[src/rtl/slv_wresp_gen.sv]
// Slave-side AXI write-response generator.
// Queues accepted AW requests, counts W beats against the head AWLEN,
// accumulates beat-write errors and produces one B response per burst.
// Build option: define WRESP_DECERR_EN to enable address decode (DECERR for
// AWADDR above ADDR_LIMIT); when undefined, m_AWADDR_i is ignored.
module slv_wresp_gen #(
  parameter int                TRANS_SLV_ID_W  = 7,
  parameter int                TRANS_WR_RESP_W = 2,
  parameter int                OUTSTANDING_AMT = 8,
  parameter int                ADDR_W          = 32,
  parameter logic [ADDR_W-1:0] ADDR_LIMIT      = ADDR_W'(32'h0000_FFFF)
) (
  input  logic                              ACLK_i,
  input  logic                              ARESETn_i,
  input  logic [TRANS_SLV_ID_W-1:0]         m_AWID_i,
  input  logic [ADDR_W-1:0]                 m_AWADDR_i,
  input  logic [7:0]                        m_AWLEN_i,
  input  logic                              m_AWVALID_i,
  output logic                              m_AWREADY_o,
  input  logic                              m_WLAST_i,
  input  logic                              m_WVALID_i,
  output logic                              m_WREADY_o,
  input  logic                              mem_err_i,
  output logic [TRANS_SLV_ID_W-1:0]         m_BID_o,
  output logic [TRANS_WR_RESP_W-1:0]        m_BRESP_o,
  output logic                              m_BVALID_o,
  input  logic                              m_BREADY_i,
  output logic [$clog2(OUTSTANDING_AMT):0]  outst_cnt_o
);

  localparam int PTR_W = $clog2(OUTSTANDING_AMT);
  localparam int CNT_W = PTR_W + 1;
  localparam logic [CNT_W-1:0] FULL_CNT = CNT_W'(OUTSTANDING_AMT);
  localparam logic [TRANS_WR_RESP_W-1:0] RESP_OKAY   = TRANS_WR_RESP_W'(2'b00);
  localparam logic [TRANS_WR_RESP_W-1:0] RESP_SLVERR = TRANS_WR_RESP_W'(2'b10);
  localparam logic [TRANS_WR_RESP_W-1:0] RESP_DECERR = TRANS_WR_RESP_W'(2'b11);

  logic [TRANS_SLV_ID_W-1:0] fifo_id  [OUTSTANDING_AMT];
  logic [7:0]                fifo_len [OUTSTANDING_AMT];
  logic                      fifo_dec [OUTSTANDING_AMT];

  logic [PTR_W-1:0]           wr_ptr;
  logic [PTR_W-1:0]           rd_ptr;
  logic [CNT_W-1:0]           cnt;
  logic [CNT_W-1:0]           cnt_next;
  logic                       aw_ready_q;
  logic                       aw_empty;
  logic                       aw_push;
  logic                       aw_decerr;
  logic                       w_hs;
  logic                       w_last_hs;
  logic [7:0]                 beat_cnt;
  logic                       err_sticky;
  logic                       len_err_sticky;
  logic [TRANS_SLV_ID_W-1:0]  head_id;
  logic [7:0]                 head_len;
  logic                       head_dec;
  logic [TRANS_WR_RESP_W-1:0] resp_next;

`ifdef WRESP_DECERR_EN
  assign aw_decerr = (m_AWADDR_i > ADDR_LIMIT);
`else
  logic unused_addr;
  assign unused_addr = ^{m_AWADDR_i, ADDR_LIMIT};
  assign aw_decerr   = 1'b0;
`endif

  // Status comes from the registered count, so a fresh push is never
  // poppable in the cycle it arrives.
  assign aw_empty    = (cnt == '0);
  assign aw_push     = m_AWVALID_i & aw_ready_q;
  assign m_AWREADY_o = aw_ready_q;
  assign m_WREADY_o  = ~aw_empty & (~m_BVALID_o | m_BREADY_i);
  assign w_hs        = m_WVALID_i & m_WREADY_o;
  assign w_last_hs   = w_hs & m_WLAST_i;
  assign outst_cnt_o = cnt;

  assign head_id  = fifo_id[rd_ptr];
  assign head_len = fifo_len[rd_ptr];
  assign head_dec = fifo_dec[rd_ptr];

  // Next occupancy and the response code for the burst completing this cycle.
  always_comb begin
    cnt_next  = cnt + CNT_W'(aw_push) - CNT_W'(w_last_hs);
    resp_next = RESP_OKAY;
    if (head_dec)
      resp_next = RESP_DECERR;
    else if (err_sticky || mem_err_i || len_err_sticky || (beat_cnt != head_len))
      resp_next = RESP_SLVERR;
  end

  // AW entry storage; contents are meaningless until the pointers cover them.
  always_ff @(posedge ACLK_i) begin
    if (aw_push) begin
      fifo_id[wr_ptr]  <= m_AWID_i;
      fifo_len[wr_ptr] <= m_AWLEN_i;
      fifo_dec[wr_ptr] <= aw_decerr;
    end
  end

  // Queue pointers, beat tracking, error accumulation and the B register.
  always_ff @(posedge ACLK_i or negedge ARESETn_i) begin
    if (!ARESETn_i) begin
      wr_ptr         <= '0;
      rd_ptr         <= '0;
      cnt            <= '0;
      aw_ready_q     <= 1'b0;
      beat_cnt       <= '0;
      err_sticky     <= 1'b0;
      len_err_sticky <= 1'b0;
      m_BVALID_o     <= 1'b0;
      m_BID_o        <= '0;
      m_BRESP_o      <= '0;
    end else begin
      if (aw_push)   wr_ptr <= wr_ptr + PTR_W'(1);
      if (w_last_hs) rd_ptr <= rd_ptr + PTR_W'(1);
      cnt        <= cnt_next;
      aw_ready_q <= (cnt_next != FULL_CNT);

      if (w_hs) begin
        if (m_WLAST_i) begin
          beat_cnt       <= '0;
          err_sticky     <= 1'b0;
          len_err_sticky <= 1'b0;
        end else begin
          beat_cnt       <= beat_cnt + 8'd1;
          err_sticky     <= err_sticky | mem_err_i;
          len_err_sticky <= len_err_sticky | (beat_cnt == head_len);
        end
      end

      // WREADY already guarantees the B slot is free or draining this cycle.
      if (w_last_hs) begin
        m_BVALID_o <= 1'b1;
        m_BID_o    <= head_id;
        m_BRESP_o  <= resp_next;
      end else if (m_BREADY_i) begin
        m_BVALID_o <= 1'b0;
      end
    end
  end

endmodule

[config.mk]
export PLATFORM = sky130hd
export DESIGN_NAME = slv_wresp_gen
export DESIGN_NICKNAME = d
export VERILOG_FILES = /design/src/rtl/slv_wresp_gen.sv
export SDC_FILE = /design/constraint.sdc
export NUM_CORES = 1
export LEC_CHECK = 0
export ABC_AREA = 1
export ABC_CLOCK_PERIOD_IN_PS = 6300
export CORE_MARGIN = 2
export CORE_UTILIZATION = 55
export DETAILED_ROUTE_END_ITERATION = 8
export GPL_TIMING_DRIVEN = 0
export PLACE_DENSITY = 0.86
export SETUP_SLACK_MARGIN = 0.05
export SYNTH_ARGS = -nofsm -noshare
export SYNTH_HDL_FRONTEND = slang
export SYNTH_SLANG_ARGS = --single-unit
[constraint.sdc]
create_clock -name ACLK_i -period 6.3 [get_ports ACLK_i]
set_clock_uncertainty 0.1 [all_clocks]
set_input_delay 1.26 -clock ACLK_i [delete_from_list [all_inputs] [get_ports ACLK_i]]
set_output_delay 1.26 -clock ACLK_i [all_outputs]
set_load 0.1 [all_outputs]
==> metrics.csv, run 1 <==
metric,value,unit
status,"finished, final reports clean",
antenna_found_initial,0,
via_per_inst,5.999,
synth.net_count,631,
die_y,111.4,µm
arrival,3050,ps
grt_use_total,26.05,%
clk_pin_slew,60,ps
final_common_cell,nand2_1,
areaGrowthSynthToFinish,20.25,%
finalWirelength,15650,µm
gp_congestion,0.8704,
syn-cell-area,0.006346,mm²
drt_iter0_markers,757,
drive_gt1_share,13.20,%
synth_area_leaders,"edfxtp_1 (57%), dfrtp_1 (12%), nand2_1 (8.2%), nand3_1 (4.3%), inv_1 (3.4%)",
grt_max_degree,31,
remaining_drc_errors,0,
path_buf_inv,4,
layout_common_cells,"nand2_1 (138), edfxtp_1 (120), inv_1 (57), nand3_1 (55), nor2_1 (40)",
slew_headroom,33.86,%
cp-end-kind,output port,
cp_cell_sequence,clkdlybuf4s50_1 -> inv_1 -> nand2_1 -> nand2_1 -> inv_2 -> clkdlybuf4s50_1,
power_leakage,3.059,nW
grt_overflow,0,
fp.dieW,111.4,µm
cts_hold_buf,0,
cp_max_fo,2,
drt_pass1_iterations,8,
powerDensity,509.8,mW/mm²
final_cells,787,
rsz0062_at_grt,no,
rows,39,
die-area,0.01241,mm²
hpwl,9483,µm
portBuffers,36,
cts_max_level,4,
antenna_cells,0,
worst_pin_slew,989.0,ps
num-fill-cells,726,
tns,0,ps
grt_pass1_wl,24140,µm
worstSetupPathType,in2out,
ir_worst_vdd,0.3949,mV
postCtsResizedCells,0,
synth_cells,568,
setup_viol,0,
fin_util,67.41,%
cts_tree,yes,
min_period,4408,ps
nets,694,
root_buffer,clkbuf_16,
startpoint_type,input port,
slew_violations,0,
yosys.area.top_type,edfxtp_1,
avgSynthCellArea,11.17,µm²
cp_slowest_cell,clkdlybuf4s50_1,
required,4940,ps
vias,4721,
cts_buffers,17,
fmax,0.2269,GHz
core,0.01132,mm²
post_drt_wl_per_cell,19.89,µm
hold_path_class,reg2reg,
clock_latency,430,ps
place_inst,755,
ys_seq_area_share,68.61,%
clock_path_buffers,2,
start_util,56.06,%
ys_types,30,
ys_ff_latch,150,
cp_top_family,buffers and inverters,
grt_pass1_vias,4623,
post-synth-top-area-fraction,56.78,%
cts_sinks,150,
slowest_delay,1120,ps
min_period_over_period,69.96,%
hold_viol,0,
pin_count,70,
post_cts_buffers,0,
antenna_left,0,
drv_cap,0,
yosysWarnings,0,
-- logic make-up after synthesis --
logic type	after synthesis	share of synthesized area, %
DFF	150	68.61
and+or+nand+nor	256	16.78
buffers and inverters	87	6.290
other	1	0.05909
xor gates and xnor gates	5	0.6902
AOI/OAI and AO/OA	60	5.678
adders and majority gates	9	1.893
-- layout make-up --
class / count / area (µm²) / share of cell area, %
Inverter: 62 / 232.7 / 3.050
Tap cell: 143 / 178.9 / 2.345
Sequential cell: 150 / 4354 / 57.06
Multi-Input combinational cell: 331 / 1613 / 21.13
Timing Repair Buffer: 44 / 473.0 / 6.198
Clock inverter: 14 / 173.9 / 2.279
Buffer: 25 / 166.4 / 2.181
Clock buffer: 18 / 439.2 / 5.755
-- cell usage after synthesis --
master,instances
inv_2,5
o21ai_0,33
fa_1,1
nor3_1,5
buf_4,5
ha_1,8
nor4_1,2
inv_1,57
nand3_2,1
buf_6,2
edfxtp_1,120
buf_8,2
o21ai_1,1
nor2_1,48
a21oi_2,1
nand3_1,55
o211ai_1,2
nand2_2,1
buf_2,13
o22ai_1,2
o221ai_1,13
or2_2,2
nor2_2,4
nand2_1,138
xnor2_1,2
conb_1,1
clkbuf_1,3
xor2_1,3
dfrtp_1,30
a21oi_1,8
-- flip-flops by register name, summed over array words and instances (netlist names), 3 cells and up --
signal and cells:
wr_ptr 3, m_BID_o 7, fifo_id 56, fifo_len 64, outst_cnt_o 4, beat_cnt 8
rd_ptr 3
-- worst reg2reg max path, cell delays in order (launching register included) --
cell and delay [ps]:
dfrtp_1 340, inv_1 60, ha_1 180, nand2_1 60
nand2_1 60, inv_2 50, nand2_1 110, inv_2 130
nand2_1 200, inv_2 230, buf_2 310, ha_1 280
inv_1 60, ha_1 150, inv_1 50, fa_1 470
inv_1 50, nor3_1 170, nand2_1 80
-- report_power, final --
| group | internal [mW] | total [mW] | switching (mW) | leakage, nW |
|---|---|---|---|---|
| Combinational | 0.441 | 1.51 | 1.07 | 1.31 |
| Clock | 0.636 | 1.05 | 0.417 | 0.289 |
| Sequential | 1.24 | 1.33 | 0.0842 | 1.46 |
-- routing by layer --
layer,up-vias,track usage [%],share of wire [%]
met5,-,0,0
met4,0,12.18,4.1
met3,75,6.968,11
li1,2054,-,-
met1,2212,32.37,37
met2,380,43.09,48
-- metrics by stage --
step                power [mW]  hold WS, ps  setup WS [ps]  instance area [µm²]
floorplan                2.358        392.6           2370                 6346
global route             4.045        423.3           1828                 7631
finish                   3.891        396.6           1892                 7631
global placement         2.700        366.8           1893                 6885
CTS                      3.856        400.9           1884                 7636
detailed placement       2.798        364.5           1893                 7023
-- final timing paths --
kind / startpoint / end / slack (ps) / cells after the start
worst max register to register: outst_cnt_o[2]$_DFF_PN0_ / m_AWREADY_o$_DFF_PN0_ / 3050 / 18
worst max-delay path: m_BREADY_i / m_WREADY_o / 1890 / 6
worst min register to register: m_BRESP_o[1]$_DFFE_PN0P_ / m_BRESP_o[1]$_DFFE_PN0P_ / 400 / 2
min in group asynchronous: ARESETn_i / m_BID_o[0]$_DFFE_PN0P_ / 790 / 1
worst min-delay path: m_BRESP_o[1]$_DFFE_PN0P_ / m_BRESP_o[1]$_DFFE_PN0P_ / 400 / 2
max in group asynchronous: ARESETn_i / rd_ptr[2]$_DFFE_PN0P_ / 4800 / 1
No activity file was read; power rests on OpenSTA's default activity.
==> inputs of run 2 (changes only) <==
--- a/config.mk
+++ b/config.mk
@@ -6,7 +6,7 @@
 export NUM_CORES = 1
 export LEC_CHECK = 0
 export ABC_AREA = 1
-export ABC_CLOCK_PERIOD_IN_PS = 6300
+export ABC_CLOCK_PERIOD_IN_PS = 4150
 export CORE_MARGIN = 2
 export CORE_UTILIZATION = 55
 export DETAILED_ROUTE_END_ITERATION = 8
==> constraint.sdc (replaced) <==
create_clock -name ACLK_i -period 4.15 [get_ports ACLK_i]
set_clock_uncertainty 0.1 [all_clocks]
set_input_delay 0.83 -clock ACLK_i [delete_from_list [all_inputs] [get_ports ACLK_i]]
set_output_delay 0.83 -clock ACLK_i [all_outputs]
set_load 0.1 [all_outputs]
==> results of run 2 <==
Same layout as run 1 (identical final DEF). Status: finished, final reports clean.
Main changes from that run: setup slack after placement 1893 ps -> 214.6 ps; clock-pin slew on the worst setup and hold paths 60 ps -> 70 ps; setup slack after layout 1892 ps -> 575.7 ps; hold slack 396.6 ps -> 363.8 ps; end point of the critical path m_WREADY_o -> m_AWREADY_o$_DFF_PN0_; register-to-register setup slack 3050 ps -> 900 ps; total power 3.891 mW -> 5.906 mW; worst IR drop on VDD 0.3949 mV -> 0.5995 mV
